**src/rtl/navre_io_harness.sv**
```systemverilog
// IO-space responder and test monitor for softusb_navre: answers IO reads, traces every access, flags end of test.
// Latency: io_di one cycle after io_re; a trace entry is visible one cycle after its strobe; no pass-through.
// Backpressure: trace drains on valid/ready, a full FIFO drops the entry and sets sticky overflow.
// NAVRE_IO_WATCHDOG_EN builds the cycle counter/timeout; without it cycles and timeout read 0.

module navre_io_fifo #(
    parameter int W         = 15,
    parameter int LOG_DEPTH = 4
) (
    input  logic         clk,
    input  logic         rst_n,
    input  logic         in_vld,
    output logic         in_rdy,
    input  logic [W-1:0] in_dat,
    output logic         out_vld,
    input  logic         out_rdy,
    output logic [W-1:0] out_dat
);
    localparam int                 DEPTH    = 2 ** LOG_DEPTH;
    localparam logic [LOG_DEPTH:0] FULL_CNT = DEPTH[LOG_DEPTH:0];

    logic [W-1:0]         mem_q [DEPTH];
    logic [W-1:0]         mem_d [DEPTH];
    logic [LOG_DEPTH-1:0] wr_ptr_q, wr_ptr_d, rd_ptr_q, rd_ptr_d;
    logic [LOG_DEPTH:0]   count_q, count_d;
    logic                 push, pop;

    always_comb begin
        out_vld  = (count_q != '0);
        out_dat  = mem_q[rd_ptr_q];
        pop      = out_vld && out_rdy;
        // a pop in the same cycle frees the slot the push needs
        in_rdy   = (count_q != FULL_CNT) || pop;
        push     = in_vld && in_rdy;
        mem_d    = mem_q;
        wr_ptr_d = wr_ptr_q;
        rd_ptr_d = rd_ptr_q;
        count_d  = count_q;
        if (push) begin
            mem_d[wr_ptr_q] = in_dat;
            wr_ptr_d        = wr_ptr_q + 1'b1;
        end
        if (pop) rd_ptr_d = rd_ptr_q + 1'b1;
        if (push && !pop)      count_d = count_q + 1'b1;
        else if (pop && !push) count_d = count_q - 1'b1;
    end

    always_ff @(posedge clk) begin
        if (!rst_n) begin
            mem_q    <= '{default: '0};
            wr_ptr_q <= '0;
            rd_ptr_q <= '0;
            count_q  <= '0;
        end else begin
            mem_q    <= mem_d;
            wr_ptr_q <= wr_ptr_d;
            rd_ptr_q <= rd_ptr_d;
            count_q  <= count_d;
        end
    end
endmodule

module navre_io_harness #(
    parameter int            AW          = 6,
    parameter int            DW          = 8,
    parameter int            READ_MODE   = 0,
    parameter logic [AW-1:0] FF_ADDR0    = AW'('h11),
    parameter logic [AW-1:0] FF_ADDR1    = AW'('h12),
    parameter logic [AW-1:0] END_ADDR    = AW'('h00),
    parameter logic [DW-1:0] END_DATA    = DW'('hFE),
    parameter int            LOG_DEPTH   = 4,
    parameter int            CYCLE_LIMIT = 10000,
    parameter int            CW          = 16
) (
    input  logic          sys_clk,
    input  logic          sys_rst_n,
    input  logic          io_re,
    input  logic          io_we,
    input  logic [AW-1:0] io_a,
    input  logic [DW-1:0] io_do,
    output logic [DW-1:0] io_di,
    output logic          trace_valid,
    input  logic          trace_ready,
    output logic          trace_we,
    output logic [AW-1:0] trace_a,
    output logic [DW-1:0] trace_d,
    output logic          trace_overflow,
    output logic          end_of_test,
    output logic          done,
    output logic          timeout,
    output logic [CW-1:0] cycles
);
    logic [DW-1:0]    base_dat, rd_dat;
    logic [DW-1:0]    io_di_q, io_di_d;
    logic             overflow_q, overflow_d, eot_q, eot_d, done_q, done_d;
    logic             eot_match, push_vld, push_rdy;
    logic [AW+DW:0]   push_dat, head_dat;

    generate
        if (READ_MODE == 1) begin : g_regfile
            logic [DW-1:0] regfile_q [2**AW];
            logic [DW-1:0] regfile_d [2**AW];
            always_comb begin
                regfile_d = regfile_q;
                if (io_we) regfile_d[io_a] = io_do;
            end
            always_ff @(posedge sys_clk) begin
                if (!sys_rst_n) regfile_q <= '{default: '0};
                else            regfile_q <= regfile_d;
            end
            // old contents are returned when a write hits the same address
            assign base_dat = regfile_q[io_a];
        end else begin : g_echo
            assign base_dat = DW'(io_a);
        end
    endgenerate

    always_comb begin
        rd_dat     = ((io_a == FF_ADDR0) || (io_a == FF_ADDR1)) ? '1 : base_dat;
        io_di_d    = io_re ? rd_dat : io_di_q;
        eot_match  = io_we && (io_a == END_ADDR) && (io_do == END_DATA);
        eot_d      = eot_match;
        done_d     = done_q || eot_match;
        push_vld   = io_we || io_re;
        push_dat   = {io_we, io_a, io_we ? io_do : rd_dat};
        overflow_d = overflow_q || (push_vld && !push_rdy);
    end

    always_ff @(posedge sys_clk) begin
        if (!sys_rst_n) begin
            io_di_q    <= '0;
            overflow_q <= 1'b0;
            eot_q      <= 1'b0;
            done_q     <= 1'b0;
        end else begin
            io_di_q    <= io_di_d;
            overflow_q <= overflow_d;
            eot_q      <= eot_d;
            done_q     <= done_d;
        end
    end

    navre_io_fifo #(.W(AW + DW + 1), .LOG_DEPTH(LOG_DEPTH)) u_trace_fifo (
        .clk     (sys_clk),
        .rst_n   (sys_rst_n),
        .in_vld  (push_vld),
        .in_rdy  (push_rdy),
        .in_dat  (push_dat),
        .out_vld (trace_valid),
        .out_rdy (trace_ready),
        .out_dat (head_dat)
    );

    assign io_di          = io_di_q;
    assign trace_we       = head_dat[AW+DW];
    assign trace_a        = head_dat[AW+DW-1:DW];
    assign trace_d        = head_dat[DW-1:0];
    assign trace_overflow = overflow_q;
    assign end_of_test    = eot_q;
    assign done           = done_q;

`ifdef NAVRE_IO_WATCHDOG_EN
    logic [CW-1:0] cycles_q, cycles_d;
    logic          timeout_q, timeout_d;

    always_comb begin
        cycles_d  = cycles_q;
        timeout_d = timeout_q;
        // counting stops once either flag is up, so cycles freezes at the limit
        if (!done_q && !timeout_q) begin
            cycles_d = cycles_q + 1'b1;
            if (cycles_d == CW'(CYCLE_LIMIT)) timeout_d = 1'b1;
        end
    end

    always_ff @(posedge sys_clk) begin
        if (!sys_rst_n) begin
            cycles_q  <= '0;
            timeout_q <= 1'b0;
        end else begin
            cycles_q  <= cycles_d;
            timeout_q <= timeout_d;
        end
    end

    assign cycles  = cycles_q;
    assign timeout = timeout_q;
`else
    assign cycles  = '0;
    assign timeout = 1'b0;
`endif
endmodule

```
**config.mk**
```make
export PLATFORM = sky130hd
export DESIGN_NAME = navre_io_harness
export DESIGN_NICKNAME = d
export VERILOG_FILES = /design/src/rtl/navre_io_harness.sv
export SDC_FILE = /design/constraint.sdc
export NUM_CORES = 1
export LEC_CHECK = 0
export BUFFER_PORTS_ARGS = -buffer_cell sky130_fd_sc_hd__clkbuf_2
export CAP_MARGIN = 10
export CORE_MARGIN = 1.5
export CORE_UTILIZATION = 50
export DETAILED_ROUTE_END_ITERATION = 16
export HOLD_SLACK_MARGIN = 0.02
export PLACE_DENSITY_LB_ADDON = 0.12
export SLEW_MARGIN = 20
export SYNTH_ARGS = -nofsm -noshare
export SYNTH_HDL_FRONTEND = slang
export SYNTH_SLANG_ARGS = --single-unit
export TNS_END_PERCENT = 50
```
**constraint.sdc**
```tcl
create_clock -name sys_clk -period 5.45 [get_ports sys_clk]
set_input_delay 1.09 -clock sys_clk [delete_from_list [all_inputs] [get_ports sys_clk]]
set_output_delay 1.09 -clock sys_clk [all_outputs]
set_load 0.03 [all_outputs]
```
# Word-level counts from Yosys, hierarchy flattened
# Index checks and enable logic that the tools add are counted.
[op_classes]
add_sub_neg = 4
magnitude_cmp = 3
eq_ne = 4
bitwise = 2
mux = 10
n_reduce_logical = 19
[op_table]
columns = ["op", "n"]
rows = [
  ["$bwmux 240", 1],
  ["$bmux 15 s4", 1],
  ["$demux 15 s4", 1],
  ["$mux 15", 3],
  ["$mux 8", 2],
  ["$eq 6x5->1 const B", 2],
  ["$ge 5x5->1 const B", 2],
  ["$mux 5", 2],
  ["$not 4->5", 2],
  ["$add 4x1->4 const B", 2],
  ["$eq 8x8->1 const B", 1],
  ["$logic_and 1x1->1", 8],
  ["$logic_not 6->1", 1],
  ["$add 5x1->5 const B", 1],
  ["$logic_or 1x1->1", 5],
  ["$lt 5x1->1 const B", 1],
  ["$ne 5x5->1 const B", 1],
  ["$reduce_bool 5->1", 1],
  ["$sub 5x1->5 const B", 1],
  ["$logic_not 1->1", 3],
  ["$reduce_bool 2->1", 1],
]
[totals]
in_bits = 19
elab_cells = 65
ff_bits = 264

# Depth between registers and ports, before layout
# Gate-level depths: netlist (run 1).
[logic_depth]
ltp_word = 8
ltp_mapped = 11

# By module
# From an unflattened synthesis (run 1), not the netlist that was laid out.
[hier_totals]
cells_unflattened = 1116
hier_area_um2 = 11990.2
[by_module_without_submodules]
columns = ["module", "cells_per_inst", "instances", "area_each_um2", "seq_area_each_um2"]
rows = [
  ["navre_io_fifo", 1031, 1, 11313.4, 5064.9],
  ["navre_io_harness", 85, 1, 676.9, 200.2],
]

# Worst setup path after synthesis (run 1)
# Ideal clock, no wire load.
[synth_path]
kind = "input port to flip-flop"
start = "input trace_ready"
end = "register u_trace_fifo.count_q[3]"
required_ns = 5.328
arrival_time_ns = 2.995
setup_slack_ns = 2.333
stages = 11
setup_ns = 0.122
path_buffers = 2
cell_sequence = "nor2b_2 -> buf_6 -> buf_6 -> a21oi_2 -> ha_1 -> inv_1 -> ha_1 -> a21o_2 -> a21oi_1 -> nor4b_1 -> a311o_1"
[synth_via]
elab_chain_len = 6
[synth_lines]
columns = ["item", "line_no", "source"]
rows = [
  ["start, declared", "83", "input logic trace_ready,"],
  ["$logic_and 1x1->1 (*)", "31", "pop = out_vld && out_rdy;"],
  ["$logic_or 1x1->1 (*)", "33", "in_rdy = (count_q != FULL_CNT) || pop;"],
  ["$logic_and 1x1->1 (*)", "34", "push = in_vld && in_rdy;"],
  ["named net u_trace_fifo.push", "26", "logic push, pop;"],
  ["$logic_not 1->1", "45", "else if (pop && !push) count_d = count_q - 1'b1;"],
  ["$logic_and 1x1->1", "45", ""],
  ["$reduce_bool 2->1 (no line)", "-", ""],
  ["end signal, assigned", "58", "count_q <= count_d;"],
  ["end, declared", "25", "logic [LOG_DEPTH:0] count_q, count_d;"],
]
# Mark *: on every way through the listed nets, which the timed path passes. The rest lies on a longest branch.
# A chain may end at the register's enable or synchronous reset.

# Final worst setup path (run 1)
[layout_path]
start = "register u_trace_fifo.rd_ptr_q[0]"
end = "output trace_a[3]"
[layout_via]
elab_chain_len = 4
[layout_lines]
columns = ["item", "line_no", "source"]
rows = [
  ["start, declared", "24", "logic [LOG_DEPTH-1:0] wr_ptr_q, wr_ptr_d, rd_ptr_q, rd_ptr_d;"],
  ["start signal, assigned", "57", "rd_ptr_q <= rd_ptr_d;"],
  ["$not 4->5 (implied by the code)", "30", "out_dat = mem_q[rd_ptr_q];"],
  ["$bmux 15 s4", "30", ""],
  ["$mux 15 (implied by the code) (2 in a row)", "30", ""],
  ["end, declared", "85", "output logic [AW-1:0] trace_a,"],
]
# No other way between the ends. The select of a mux whose other input is x is not followed.

==> impl.org, run 1 <==
** CTS
- Buffers inserted during clock tree synthesis total 29.
- CTS hold repair buffers :: 0
- CTS Root Buffer Type :: sky130_fd_sc_hd__clkbuf_16
- Worst-Skew Late Latency :: 0.57 ns
- Maximum clock insertion buffer count :: 3
- Clock-pin slew of the registers on the worst-case setup and hold paths :: roughly 0.060 ns
- TritonCTS sink count :: 263
- Buffers added to address setup during post-CTS repair amount to 0.
- TritonCTS built the clock tree.
- CTS built an H-tree with a depth of 1.
- Number of cells upsized or downsized after cts :: 0

** Global routing
- The total overflow left after global routing is 0.
- The via count of the first global-routing pass is between 8,000 and 9,000.
- First-pass GRT wire length :: between 50 and 60 mm
- Pin count of the biggest net entering global routing :: ~180
- The initial antenna violation count came to 0.
- Across every metal layer, demand over resource in global routing totals 0.246.

** Cells and area
- The library cell used most frequently in the layout, excluding fill and tap cells, is sky130_fd_sc_hd__nand2_1.
- Relative to the synthesized area, the layout overhead comes to 8.05%.
- Fraction of final layout cells with drive strength greater than 1 :: 0.178
- Post-layout instance area :: 13,400 sq um
- The final layout contains around 1,300 nets.
- In the layout the commonest cells are 263 x sky130_fd_sc_hd__nand2_1, 261 x sky130_fd_sc_hd__dfxtp_1, 109 x sky130_fd_sc_hd__o21ai_0, 86 x sky130_fd_sc_hd__nand3_1, 79 x sky130_fd_sc_hd__a21boi_0.
- 0 antenna diodes ended up in the layout.

** Floorplanning
- Area of the core :: approximately 24,000 sq um
- The die covers about 26,000 sq um.
- The initial utilization of the core area, before any placement, comes to 0.510.
- I/O pin count :: 63
- In this run the core area contains 57 standard-cell rows.
- Die Span Y :: roughly 160 um
- From left edge to right edge, the die measures 161 um.

** Synth
- Of the total synthesized cell area, the portion taken by AND, OR, NAND and NOR gates is 0.145.
- Synth top area share :: 0.424
- Gate Count Post-Synth :: 1,268
- Share of the synthesized netlist area taken by xor and xnor gates :: 0.00494
- Distinct cells, synth :: between 60 and 70
- Sequential share of the synthesized area :: 0.424
- The Yosys step of the flow raised 0 warnings.
- Share of synthesized area spent on multiplexers :: 0.115
- Ranked by total cell area, the synthesized netlist is headed by sky130_fd_sc_hd__dfxtp_1 42%, sky130_fd_sc_hd__mux4_2 11%, sky130_fd_sc_hd__nand2_1 8.0%.
- Main combinational cell family by area after synthesis :: compound AO/OA/AOI/OAI gates
- Area fraction in compound gates after synthesis :: 0.229
- Summing every instance area after synthesis gives 12,400 sq um.
- Number of register bits inferred by synthesis :: 263
- Async set-or-reset flop fraction in the synthesized netlist :: 0
- The synthesized design contains 0 enable-type register cells.
- Of all cell types, the one taking the most synthesized area is sky130_fd_sc_hd__dfxtp_1.
- Averaged over all synthesized cells, the footprint is a little under 10 sq um.
- Share of synthesized cell area in full adder, half adder and majority cells :: 0.0107
- Top flip-flop cell by instance count after synthesis :: sky130_fd_sc_hd__dfxtp_1

** Placement
- Half-perimeter wire length after detailed placement :: 19.1 mm
- During placement, the flow inserted port buffers numbering 45.
- The congestion estimate from routability-driven global placement came to 0.786.
- Post-DP Area :: 12,400 sq um

** STA
- Setup violations remaining at the end of the flow were counted as 0.
- Setup repair after global routing left no endpoint under its margin.
- Final period util :: 0.744
- Minimum clock period after layout :: roughly 4.1 ns
- Timing-limited maximum frequency :: around 250 MHz
- On the final layout, the worst clock skew is 0.0124 ns.
- The number of hold-slack violations in the final timing report came to 0.
- Setup total negative slack on the finished layout was measured at 0 ns.
- Actual slew at the worst max-slew pin :: approximately 1.2 ns
- Final-report max-slew violation count :: 0
- Max-Slew Margin vs Limit :: 0.226

** Setup path
- The slowest stage of the critical path belongs to the cell sky130_fd_sc_hd__dfxtp_4.
- At the worst endpoint, the arrival time is 2.97 ns.
- Cell family with most CP delay :: flip-flops
- Crit. End Element :: output pin
- Data on the critical path is required at its endpoint by 4.36 ns.
- STA classifies the critical path startpoint as a flop.
- Cell-by-cell listing of the critical path :: buf_4 -> mux4_2 -> a22oi_1 -> nand2_1 -> clkbuf_2
- For this run, the slowest stage of the critical path takes 0.96 ns.
- In this run the worst path has a maximum fanout of 44.
- Buffers and inverters on the worst path :: 2
- The setup path with the least slack is of type flop to output pin.

** Pwr
- Static Leakage :: 4.76 nW
- Max VDD drop :: just over 0.0003 V
- Dividing total power by cell area gives a power density of between 400 and 500 nW/um^2.

** Routing
- Dividing the detail-routed via count by the number of cells gives 5.80.
- In this run, the number of DRC markers left after iteration 0 of detailed routing was 747.
- The routed layout has 9,190 vias.
- Drt wl/cell :: between 15 and 20 um
- The routed design has 31.6 mm of wire.
- For this run, the detailed router's first-pass iteration total came to 6.
- Antenna viol nets, final :: 0
- DRC violation count after routing :: 0

** Min path
- Worst Hold Class :: flop to flop

** Job
- Number of max-cap violations :: 0

** Outcome
- The run finished with clean final reports.
-- cells in the mapped netlist, types with 3 or more instances --
master,number
sky130_fd_sc_hd__xnor2_1,6
sky130_fd_sc_hd__a211o_2,3
sky130_fd_sc_hd__o211a_1,16
sky130_fd_sc_hd__inv_1,4
sky130_fd_sc_hd__buf_1,5
sky130_fd_sc_hd__mux4_2,60
sky130_fd_sc_hd__a211oi_2,9
sky130_fd_sc_hd__buf_2,20
sky130_fd_sc_hd__o211ai_4,6
sky130_fd_sc_hd__clkbuf_8,3
sky130_fd_sc_hd__nor2_1,10
sky130_fd_sc_hd__buf_6,23
sky130_fd_sc_hd__o21ai_4,4
sky130_fd_sc_hd__nand2_1,263
sky130_fd_sc_hd__o21a_1,4
sky130_fd_sc_hd__a211o_4,4
sky130_fd_sc_hd__mux2i_1,8
sky130_fd_sc_hd__o21ai_0,109
sky130_fd_sc_hd__dfxtp_1,263
sky130_fd_sc_hd__nand2_2,4
sky130_fd_sc_hd__o21ai_1,13
sky130_fd_sc_hd__and2b_1,3
sky130_fd_sc_hd__a22oi_1,30
sky130_fd_sc_hd__nand2b_1,8
sky130_fd_sc_hd__clkbuf_1,51
sky130_fd_sc_hd__buf_4,30
sky130_fd_sc_hd__a21boi_0,79
sky130_fd_sc_hd__ha_1,9
sky130_fd_sc_hd__a211oi_4,3
sky130_fd_sc_hd__a2111oi_4,4
sky130_fd_sc_hd__nand3_1,86
sky130_fd_sc_hd__nor2b_1,7
sky130_fd_sc_hd__a21oi_1,44
sky130_fd_sc_hd__a21boi_1,27
sky130_fd_sc_hd__a21boi_2,6
sky130_fd_sc_hd__and2_1,7
-- worst min-delay path, cell delays in order (launching register included) --
cell and delay, ns:
sky130_fd_sc_hd__dfxtp_1 0.30, sky130_fd_sc_hd__nand2_1 0.05, sky130_fd_sc_hd__a21boi_1 0.05
-- power by group --
group / internal [mW] / switching, mW
combinational: 0.455 / 0.739
sequential: 2.02 / 0.187
clock: 1.21 / 0.810
total: 3.69 / 1.74
-- per-stage QoR --
step	std cells	worst slack [ns]	util	total power [mW]	hold WS, ns
4_1_cts	1585	1.36	0.551	5.46	0.451
2_1_floorplan	1284	2.33	-	3.22	0.432
3_5_place_dp	1531	1.71	0.509	3.45	0.443
6_report	1585	1.39	0.551	5.42	0.451
5_1_grt	1585	1.20	0.551	5.65	0.474
3_3_place_gp	1531	1.78	0.509	3.43	0.439
-- flip-flops by register name, summed over array words and instances (netlist names) --
signal,cells
done,1
end_of_test,1
io_di,7
trace_overflow,1
u_trace_fifo.count_q,5
u_trace_fifo.mem_q,240
u_trace_fifo.rd_ptr_q,4
u_trace_fifo.wr_ptr_q,4
-- final cells by class --
cell class,count,area (sq um)
timing repair buffer,56,339
inverter,4,15.0
clock buffer,50,975
clock inverter,4,38.8
sequential,263,5270
fill,2227,10900
tap,324,405
multi-input combinational,884,6360
-- per-layer routing --
metal | global-route usage | wire length, um | vias up
met3 | 0.0279 | 1290 | 40
met5 | 0 | 0 | -
li1 | - | - | 4441
met1 | 0.345 | 14500 | 4528
met2 | 0.412 | 15300 | 181
met4 | 0.0527 | 497 | 0
-- kinds of logic after synthesis --
kind of cell | Yosys count
simple gates | 404
compound gates | 378
flops | 263
buf+inv | 137
mux | 68
fa+ha+maj | 10
xor+xnor | 7
other cells | 1
-- path summary, 6_finish.rpt --
kind,startpoint,end,slack (ns),depth (start not counted)
worst max-delay path,u_trace_fifo.rd_ptr_q[0],trace_a[3],1.39,5
worst min-delay path,u_trace_fifo.mem_q[206],u_trace_fifo.mem_q[206],0.45,2
worst max register to register,u_trace_fifo.count_q[0],u_trace_fifo.count_q[3],2.55,10
worst min register to register,u_trace_fifo.mem_q[206],u_trace_fifo.mem_q[206],0.45,2
(Power assumes the default switching activity.)
==> run 2: changes to the inputs <==
==> constraint.sdc (replaced) <==
create_clock -name sys_clk -period 4.07 [get_ports sys_clk]
set_input_delay 0.814 -clock sys_clk [delete_from_list [all_inputs] [get_ports sys_clk]]
set_output_delay 0.814 -clock sys_clk [all_outputs]
set_load 0.03 [all_outputs]
==> run 2 against run 1 <==
Final cell count is 0.88% higher. Core utilization is 0.30 points higher. Clock power is 30% higher. Worst hold slack better by 0.0014 ns. Sequential power is 29% higher. Via count is 0.77% higher. Final area is 0.55% higher. Register-to-register slack worse by 1.3 ns. Combinational power is 44% higher. Sequential share of layout area is 0.22 points lower. Critical path type unchanged. Critical endpoint is now trace_a[5]. Largest cell class unchanged.
==> impl.org, run 2 (synthesized netlist as in run 1, its figures left out) <==
** Floorplanning
- Initial core utilization :: 0.510 (unchanged)
- Number of placement rows :: 57 (unchanged)
- The placeable core region was 24,300 sq um (unchanged).
- Die Span X :: 161 um (unchanged)
- Die Area :: 25,800 sq um (unchanged)
- The number of top-level pins is 63 (unchanged).
- Die Span Y :: 161 um (unchanged)

** Min path
- The worst hold path belongs to the class flop to flop.

** STA
- Final-report max-slew violation count :: 0 (unchanged)
- Final period util :: 0.857
- Final setup violating endpoints :: 0 (unchanged)
- The final worst hold slack was 0.453 ns (+0.00138 ns).
- RSZ-0062 raised after global routing :: false
- Final Skew :: 0.00521 ns (-0.00723 ns)
- The remaining max-slew budget at the tightest pin came to 0.336 (+0.110).
- Final hold vios :: 0 (unchanged)
- Minimum clock period after layout :: between 3 and 4 ns
- The pin slew with the least headroom to its limit is 0.997 ns (-0.162 ns).
- The accumulated negative setup slack was 0 ns (unchanged).
- Timing-limited maximum frequency :: 287 MHz

** Routing
- The sum of routed wire length over all layers was 32.8 mm (+3.8%).
- Total vias in the final route :: 9,261 (+0.77%)
- The wire length per cell after detailed routing is 20.5 um (+2.9%).
- Antenna viol nets, final :: 0 (unchanged)
- Via-per-instance ratio :: 5.79 (-0.11%)
- DRC violation count after routing :: 0 (unchanged)
- The total iterations of the first detailed-routing run came to 5 (-1).
- First DRT Iteration DRCs :: 735 (-1.6%)

** Setup path
- Maximum fanout count along the critical path :: 37 (-16%)
- The critical path data required time came to 3.26 ns (-1.10 ns).
- Capturing element of the worst setup path :: trace_a[5]
- Launch point of the critical path :: u_trace_fifo.rd_ptr_q[0]
- The data arrival time of the critical path was 2.67 ns (-0.30 ns).
- Crit Path Class :: flop to output pin
- In this run the critical register-to-register path is captured at u_trace_fifo.count_q[3].
- The worst setup path is launched from a flop.
- Startpoint of the lowest-slack register-to-register path :: u_trace_fifo.count_q[0]
- Crit. End Element :: output pin
- The number of cell instances on the worst register-to-register path is 9 (-1).
- Worst reg-to-reg setup slack :: 1.20 ns (-1.35 ns)

** Global routing
- The maximum number of pins on one net before global-route repair is 119 (-32%).
- The overall fraction of global-route tracks in use is 0.255 (+0.00819).
- Vias in the first global route :: 8,980 (+1.5%)
- The global-route wire length before repair is 51.1 mm (+2.1%).
- The remaining global-route overflow was 0 (unchanged).
- Number of antenna violations at the first check in global routing :: 0 (unchanged)

** Cells and area
- The final instance count without filler cells came to 1,599 (+0.88%).
- Number of flip-flops under the largest register name :: 240 (unchanged)
- The count of fill cells added during filler insertion was 2,242 (+0.67%).
- FF/Latch Area :: 5270 sq um (unchanged)
- Largest Register :: u_trace_fifo.mem_q
- Antenna cells :: 0 (unchanged)
- # nets final :: 1,282 (+1.2%)
- Most frequent cells in the layout :: 263 x sky130_fd_sc_hd__nand2_1, 261 x sky130_fd_sc_hd__dfxtp_1, 109 x sky130_fd_sc_hd__o21ai_0, 86 x sky130_fd_sc_hd__nand3_1, 79 x sky130_fd_sc_hd__a21boi_0
- The area occupied by multi-input gates was 6360 sq um (about the same).
- The post-route standard cell area excluding fillers was 13,500 sq um (+0.55%).
- The share of cells above drive strength 1 is 0.182 (+0.00353).
- Area delta synth->final :: 8.64%
- The library cell used most frequently in the layout, excluding fill and tap cells, is sky130_fd_sc_hd__nand2_1.
- The fraction of the core area covered by cells at the end of the flow came to 0.554 (+0.00304).

** CTS
- Maximum clock insertion buffer count :: 3 (unchanged)
- Number of clock buffers inserted by TritonCTS :: 28 (-3.4%)
- Worst-Skew Late Latency :: 0.54 ns (-0.03 ns)
- The clock-pin transition on the worst setup and hold timing paths was 0.06 ns (about the same).
- CTS Root Buffer Type :: sky130_fd_sc_hd__clkbuf_16
- H-tree levels :: 1 (unchanged)
- CTS hold repair buffers :: 0 (unchanged)
- The total number of clock tree sinks is 263 (unchanged).
- Post-CTS setup-driven buffer insertion count :: 0 (unchanged)
- Clock tree from TritonCTS :: yes
- The number of gates given a new drive strength after cts came to 0 (unchanged).

** Placement
- The final RePlAce weighted congestion is 0.773 (-1.6%).
- The number of buffers added on ports was 45 (unchanged).
- The placed cell area is 12,500 sq um (+1.0%).
- Number of cells after detailed placement :: 1,547 (+1.0%)
- Half-perimeter wire length after detailed placement :: 20.0 mm (+4.7%)

** Job
- Number of max-cap violations :: 0 (unchanged)

** Outcome
- The flow ran to the end, and the final reports show no timing, DRC or antenna violations.

** Pwr
- The highest ir drop seen on vdd came to 0.000439 V (+44%).
- Static Leakage :: 4.82 nW (+1.2%)
- Power per cell area :: 533 nW/um^2 (+32%)
==> run 2: cell count changes in the layout (fill, tap and decap cells not counted), sizes merged <==
cell / delta
clkbuf: -7
clkinv: +3
inv: -1
buf: +16
bufinv: +3
==> run 2: worst min path at each step <==
stage	start	to	slack (ns)	depth (start not counted)
floorplan	u_trace_fifo.mem_q[148]	u_trace_fifo.mem_q[148]	0.43	2
global placement	u_trace_fifo.mem_q[56]	u_trace_fifo.mem_q[56]	0.44	2
detailed placement	u_trace_fifo.mem_q[11]	u_trace_fifo.mem_q[11]	0.44	2
CTS	u_trace_fifo.mem_q[11]	u_trace_fifo.mem_q[11]	0.45	2
global route	u_trace_fifo.mem_q[57]	u_trace_fifo.mem_q[57]	0.47	2
finish	u_trace_fifo.mem_q[73]	u_trace_fifo.mem_q[73]	0.45	2
==> run 2: routing by layer <==
layer  global-route usage  vias to the layer above  wire, um
li1                     -                     4462         -
met1                0.341                     4514     14600
met2                0.428                      235     15700
met3               0.0333                       50      1590
met4               0.0799                        0       833
met5                    0                        -         0
==> run 2: final cells by class <==
class,instances,share of cell area
inverter,4,0.00111
timing repair buffer,72,0.0350
clock inverter,9,0.00891
tap,324,0.0301
clock buffer,43,0.0622
multi-input combinational,884,0.472
sequential,263,0.391
==> run 2: worst max-delay path: stages (launching register included) <==
cell and delay [ns]:
sky130_fd_sc_hd__dfxtp_4 0.58, sky130_fd_sc_hd__buf_12 0.33, sky130_fd_sc_hd__mux4_2 0.60, sky130_fd_sc_hd__a22oi_1 0.28
sky130_fd_sc_hd__nand2_1 0.11, sky130_fd_sc_hd__clkbuf_2 0.20
==> run 2: report_power, final <==
group / internal (mW) / switching, mW
Sequential: 2.71 / 0.151
Clock: 1.60 / 1.02
Combinational: 0.627 / 1.08
Total: 4.94 / 2.26
==> run 2: stage by stage <==
stage | worst slack, ns | total power, mW
6_report | 0.582 | 7.19
5_1_grt | 0.466 | 7.50
4_1_cts | 0.524 | 7.25
3_5_place_dp | 0.923 | 4.63
3_3_place_gp | 1.04 | 4.61
2_1_floorplan | 1.23 | 4.31
